<file path="src/rtl/periph_timer.sv">
// Memory-mapped 32-bit timer with compare match, auto-reload and level interrupt.
// Optional prescaler enabled by defining PERIPH_TIMER_PRESCALER_EN.
module periph_timer #(
    parameter int unsigned ADDR_WIDTH = 4
) (
    input  logic                  clk_i,
    input  logic                  rst_i,
    input  logic                  req_i,
    input  logic [ADDR_WIDTH-1:0] addr_i,
    input  logic                  wen_i,
    input  logic [31:0]           wdata_i,
    input  logic [3:0]            be_i,
    output logic                  ready_o,
    output logic [31:0]           rdata_o,
    output logic                  irq_o
);

    localparam logic [2:0] OFF_CTRL     = 3'd0;
    localparam logic [2:0] OFF_COUNT    = 3'd1;
    localparam logic [2:0] OFF_COMPARE  = 3'd2;
    localparam logic [2:0] OFF_PRESCALE = 3'd3;
    localparam logic [2:0] OFF_STATUS   = 3'd4;

    function automatic logic [31:0] merge(input logic [31:0] old_val,
                                          input logic [31:0] wd,
                                          input logic [3:0]  be);
        logic [31:0] r;
        r = old_val;
        for (int unsigned i = 0; i < 4; i++) begin
            if (be[i]) r[8*i +: 8] = wd[8*i +: 8];
        end
        return r;
    endfunction

    logic       accept, wr, rd;
    logic [2:0] off;
    logic       wr_ctrl, wr_count, wr_compare, wr_status;
    logic [2:0]  ctrl_q;
    logic [31:0] count_q, compare_q;
    logic        match_q;
    logic        en, irq_en, auto_reload;
    logic        tick, hit;
    logic [31:0] rd_mux;

    assign ready_o    = ~rst_i;
    assign accept     = req_i & ready_o;
    assign off        = addr_i[2:0];
    assign wr         = accept & wen_i;
    assign rd         = accept & ~wen_i;
    assign wr_ctrl    = wr && (off == OFF_CTRL);
    assign wr_count   = wr && (off == OFF_COUNT);
    assign wr_compare = wr && (off == OFF_COMPARE);
    assign wr_status  = wr && (off == OFF_STATUS);

    generate
        if (ADDR_WIDTH > 3) begin : g_addr_hi
            logic unused_addr_hi;
            assign unused_addr_hi = ^addr_i[ADDR_WIDTH-1:3];
        end
    endgenerate

    assign en          = ctrl_q[0];
    assign irq_en      = ctrl_q[1];
    assign auto_reload = ctrl_q[2];
    assign hit         = (count_q == compare_q);
    assign irq_o       = match_q & irq_en;

`ifdef PERIPH_TIMER_PRESCALER_EN
    logic        wr_prescale;
    logic [31:0] prescale_q, pre_cnt_q;

    assign wr_prescale = wr && (off == OFF_PRESCALE);
    assign tick        = en && (pre_cnt_q == prescale_q);

    always_ff @(posedge clk_i or posedge rst_i) begin
        if (rst_i) begin
            prescale_q <= '0;
            pre_cnt_q  <= '0;
        end else begin
            if (wr_prescale) prescale_q <= merge(prescale_q, wdata_i, be_i);
            // Reconfiguration restarts the prescale period from zero
            if (!en || wr_ctrl || wr_prescale || tick) pre_cnt_q <= '0;
            else                                       pre_cnt_q <= pre_cnt_q + 32'd1;
        end
    end
`else
    assign tick = en;
`endif

    always_ff @(posedge clk_i or posedge rst_i) begin
        if (rst_i) begin
            ctrl_q    <= '0;
            count_q   <= '0;
            compare_q <= '1;
            match_q   <= 1'b0;
            rdata_o   <= '0;
        end else begin
            if (wr_ctrl && be_i[0]) ctrl_q <= wdata_i[2:0];
            if (wr_compare) compare_q <= merge(compare_q, wdata_i, be_i);

            if (wr_count)                  count_q <= merge(count_q, wdata_i, be_i);
            else if (tick && hit && auto_reload) count_q <= '0;
            else if (tick)                 count_q <= count_q + 32'd1;

            // Hardware set has priority over software clear
            if (tick && hit)                                match_q <= 1'b1;
            else if (wr_status && be_i[0] && wdata_i[0])    match_q <= 1'b0;

            if (rd) rdata_o <= rd_mux;
        end
    end

    always_comb begin
        rd_mux = '0;
        case (off)
            OFF_CTRL:     rd_mux = {29'd0, ctrl_q};
            OFF_COUNT:    rd_mux = count_q;
            OFF_COMPARE:  rd_mux = compare_q;
`ifdef PERIPH_TIMER_PRESCALER_EN
            OFF_PRESCALE: rd_mux = prescale_q;
`endif
            OFF_STATUS:   rd_mux = {31'd0, match_q};
            default:      rd_mux = '0;
        endcase
    end

endmodule

</file>
<file path="config.mk">
export PLATFORM = sky130hd
export DESIGN_NAME = periph_timer
export DESIGN_NICKNAME = d
export VERILOG_FILES = /design/src/rtl/periph_timer.sv
export SDC_FILE = /design/constraint.sdc
export NUM_CORES = 1
export LEC_CHECK = 0
export CAP_MARGIN = 30
export CORE_MARGIN = 2
export CORE_UTILIZATION = 50
export DETAILED_ROUTE_END_ITERATION = 10
export GPL_TIMING_DRIVEN = 0
export MAX_ROUTING_LAYER = met4
export PLACE_DENSITY = 0.77
export SYNTH_ARGS = -nofsm -noshare
export SYNTH_HDL_FRONTEND = slang
export SYNTH_SLANG_ARGS = --single-unit
export TNS_END_PERCENT = 30
</file>
<file path="constraint.sdc">
create_clock -name clk_i -period 3 [get_ports clk_i]
set_input_delay 0.3 -clock clk_i [delete_from_list [all_inputs] [get_ports clk_i]]
set_output_delay 0.3 -clock clk_i [all_outputs]
set_load 0.005 [all_outputs]
</file>
==> impl_metrics.ini <==
[setup_path]
worstPathRequired_ns = 3.25
critPathCaptureType = register
cp-start-kind = register
worst_path_most_repeated_cell = buf_2
path_class = register to register
cp_top_family = simple AND/OR/NAND/NOR gates
cpPeakStageDelay_ns = 0.39
cp_num_buf_inv = 3
slowest_stage = nor3_1
critPathMaxFanout = 10
path_cells = clkbuf_1 > xnor2_1 > nand3_1 > nor3_1 > nand4_1 > buf_2 > buf_2 > a31oi_1 > o211ai_1
cp.arrival_ns = 3.01

[yosys]
ys_seq_area_share_pct = 46.1
ys_types = 58
synth-edff-count = 0
yosys.area.top_type_share_pct = 30.9
post-synth-top-area-cell = dfrtp_1
avgSynthCellArea_sq_um = 9.78
synth_warnings = 0
synthFlopType = dfrtp_1
async_flop_share_pct = 100
ys_top_cells_by_area = dfrtp_1 (31%), dfstp_2 (15%), mux2_2 (7.1%)
yosysMostFrequentCell = dfrtp_1
synthTopCellsByCount = dfrtp_1 (68), nand2_1 (59), o21ai_0 (47)
synth-seq-cells = 100
syn-num-nets = 609
syn_inst = 564
synth_area_sq_mm = 0.00552

[pwr]
power_leakage_uw = 0.00256
max-vdd-ir-drop_mv = 0.317
p_per_area_mw_per_mm2 = 530

[routing]
drt.antenna.violating_nets = 0
drcViolationCount = 0
drt_wl_total_um = 16700
wire_per_inst_um = 20.9
via_per_inst = 6.18
drtIter0Drc = 442
vias = 4923
firstDrtPassIters = 5

[layout]
nNetsFinal = 697
areaGrowthSynthToFinish_pct = 21.4
drive_above_1_share_pct = 16.4
multi_input_area_sq_mm = 0.00273
antenna_cells = 0
fin_area_sq_mm = 0.00670
fill_cells = 928
seqCellArea_sq_mm = 0.00254

[clock_network]
clk_pin_slew_worst_paths_ns = 0.10
ctsLongestPathBuffers = 2
numClockSinks = 100
clk_latency_ns = 0.38
cts_setup_buffers = 1
h-tree-depth = 3
cts_buffers = 9
cts_tree = yes
hold_buffers = 0
cts_resized = 0
root_buffer = clkbuf_8

[sta]
setup_viol = 0
finalCriticalPeriod_ns = 2.76
fmax_ghz = 0.362
report.final.slew_viol_count = 0
tns_ns = 0
tightest_slew_ns = 0.894
slew_headroom_pct = 39.8
final.period_utilization_pct = 92.1
hold_violations = 0
hold_slack_ns = 0.350
rsz0062_at_grt = false
fin_worst_skew_ns = 0.00985

[status]
outcome = completed

[global_route]
antenna_found_initial = 0
grt_start_max_net_pins = 29
grt_pass1_wl_um = 26100
first_global_vias = 4845
overflow = 0
grt_use_total_pct = 30.4

[floorplanning]
start_util_pct = 51.1
dieWidth_um = 109
core_sq_mm = 0.0108
die_y_um = 109
ioPinCount = 78
fp-row-count = 38
dieArea_sq_mm = 0.0119

[place]
portBuffers = 73
dp_hpwl_um = 12400
finalWeightedCongestion = 0.985
post_dp_cell_area_sq_mm = 0.00648

[run]
maxCapViolCount = 0

[worst_hold_path]
min_path_type = input pin to register
-- layer usage --
metal  routed length [um]  part of all wire (%)  global-route usage (%)
met5                    0                     0                       -
met4                  309                   1.9                    10.4
met3                 1040                   6.2                    3.11
met2                 7930                    48                    47.1
met1                 7380                    44                    41.7
-- metrics by stage --
step / setup slack (ns) / utilization [%] / total power [uW] / std cells
after CTS: 0.238 / 62.0 / 3540 / 797
after global routing: 0.0947 / 62.0 / 3710 / 797
final: 0.236 / 62.0 / 3550 / 797
after global placement: -1.65 / 59.5 / 2600 / 777
after floorplan: 0.121 / - / 2260 / 564
after detailed placement: -0.0382 / 60.1 / 2640 / 780
-- path summary, 6_finish.rpt --
check	startpoint	to	slack, ns	cells past startpoint
setup / recovery	count_q[6]	count_q[10]	0.24	9
hold / removal	addr_i[2]	match_q	0.35	4
setup reg to reg	count_q[6]	count_q[10]	0.24	9
hold reg to reg	rdata_o[30]	rdata_o[30]	0.49	2
max in group asynchronous	rst_i	compare_q[12]	1.80	4
min in group asynchronous	rst_i	rdata_o[0]	0.37	2
-- placed cells by master, fill, tap and decap left out, types with 16 or more instances in the layout --
cell	n
clkdlybuf4s50_1	73
dfrtp_1	68
nand2_1	59
o21ai_0	47
a22oi_1	37
mux2_2	35
clkbuf_1	33
dfstp_2	32
xnor2_1	26
nand4_1	22
nor2_1	20
nand3_1	18
inv_1	16
-- worst min-delay path, stage by stage --
cell,delay (ns)
clkbuf_1,0.17
nand2_1,0.10
o21ai_0,0.07
nand2_1,0.06
-- cell type report --
| type | count | share of cell area (%) |
|---|---|---|
| tap | 140 | 2.62 |
| sequential | 100 | 38.0 |
| inverter | 17 | 1.01 |
| clock buffer | 13 | 2.37 |
| multi-input combinational | 404 | 40.8 |
| clock inverter | 3 | 0.673 |
| buffer | 43 | 2.62 |
| timing repair buffer | 77 | 11.9 |
-- power by group --
group | total (uW) | switching, uW | internal (uW)
logic | 847 | 440 | 407
clock network | 924 | 491 | 433
registers | 1780 | 205 | 1570
-- state kept, by name, summed over array words and instances (netlist names) --
signal / flops
compare_q: 32
count_q: 32
rdata_o: 32
ctrl_q: 3
match_q: 1
-- cell families after synthesis --
kind of cell / after synthesis / synth area share (%)
buffers and inverters: 60 / 4.33
flip-flops: 100 / 46.1
AO/OA/AOI/OAI: 137 / 17.1
multiplexers: 41 / 8.24
AND/OR/NAND/NOR: 195 / 19.3
adder cells (fa/ha/maj): 1 / 0.227
XOR/XNOR: 30 / 4.76
Power figures use the tool's default switching activity.
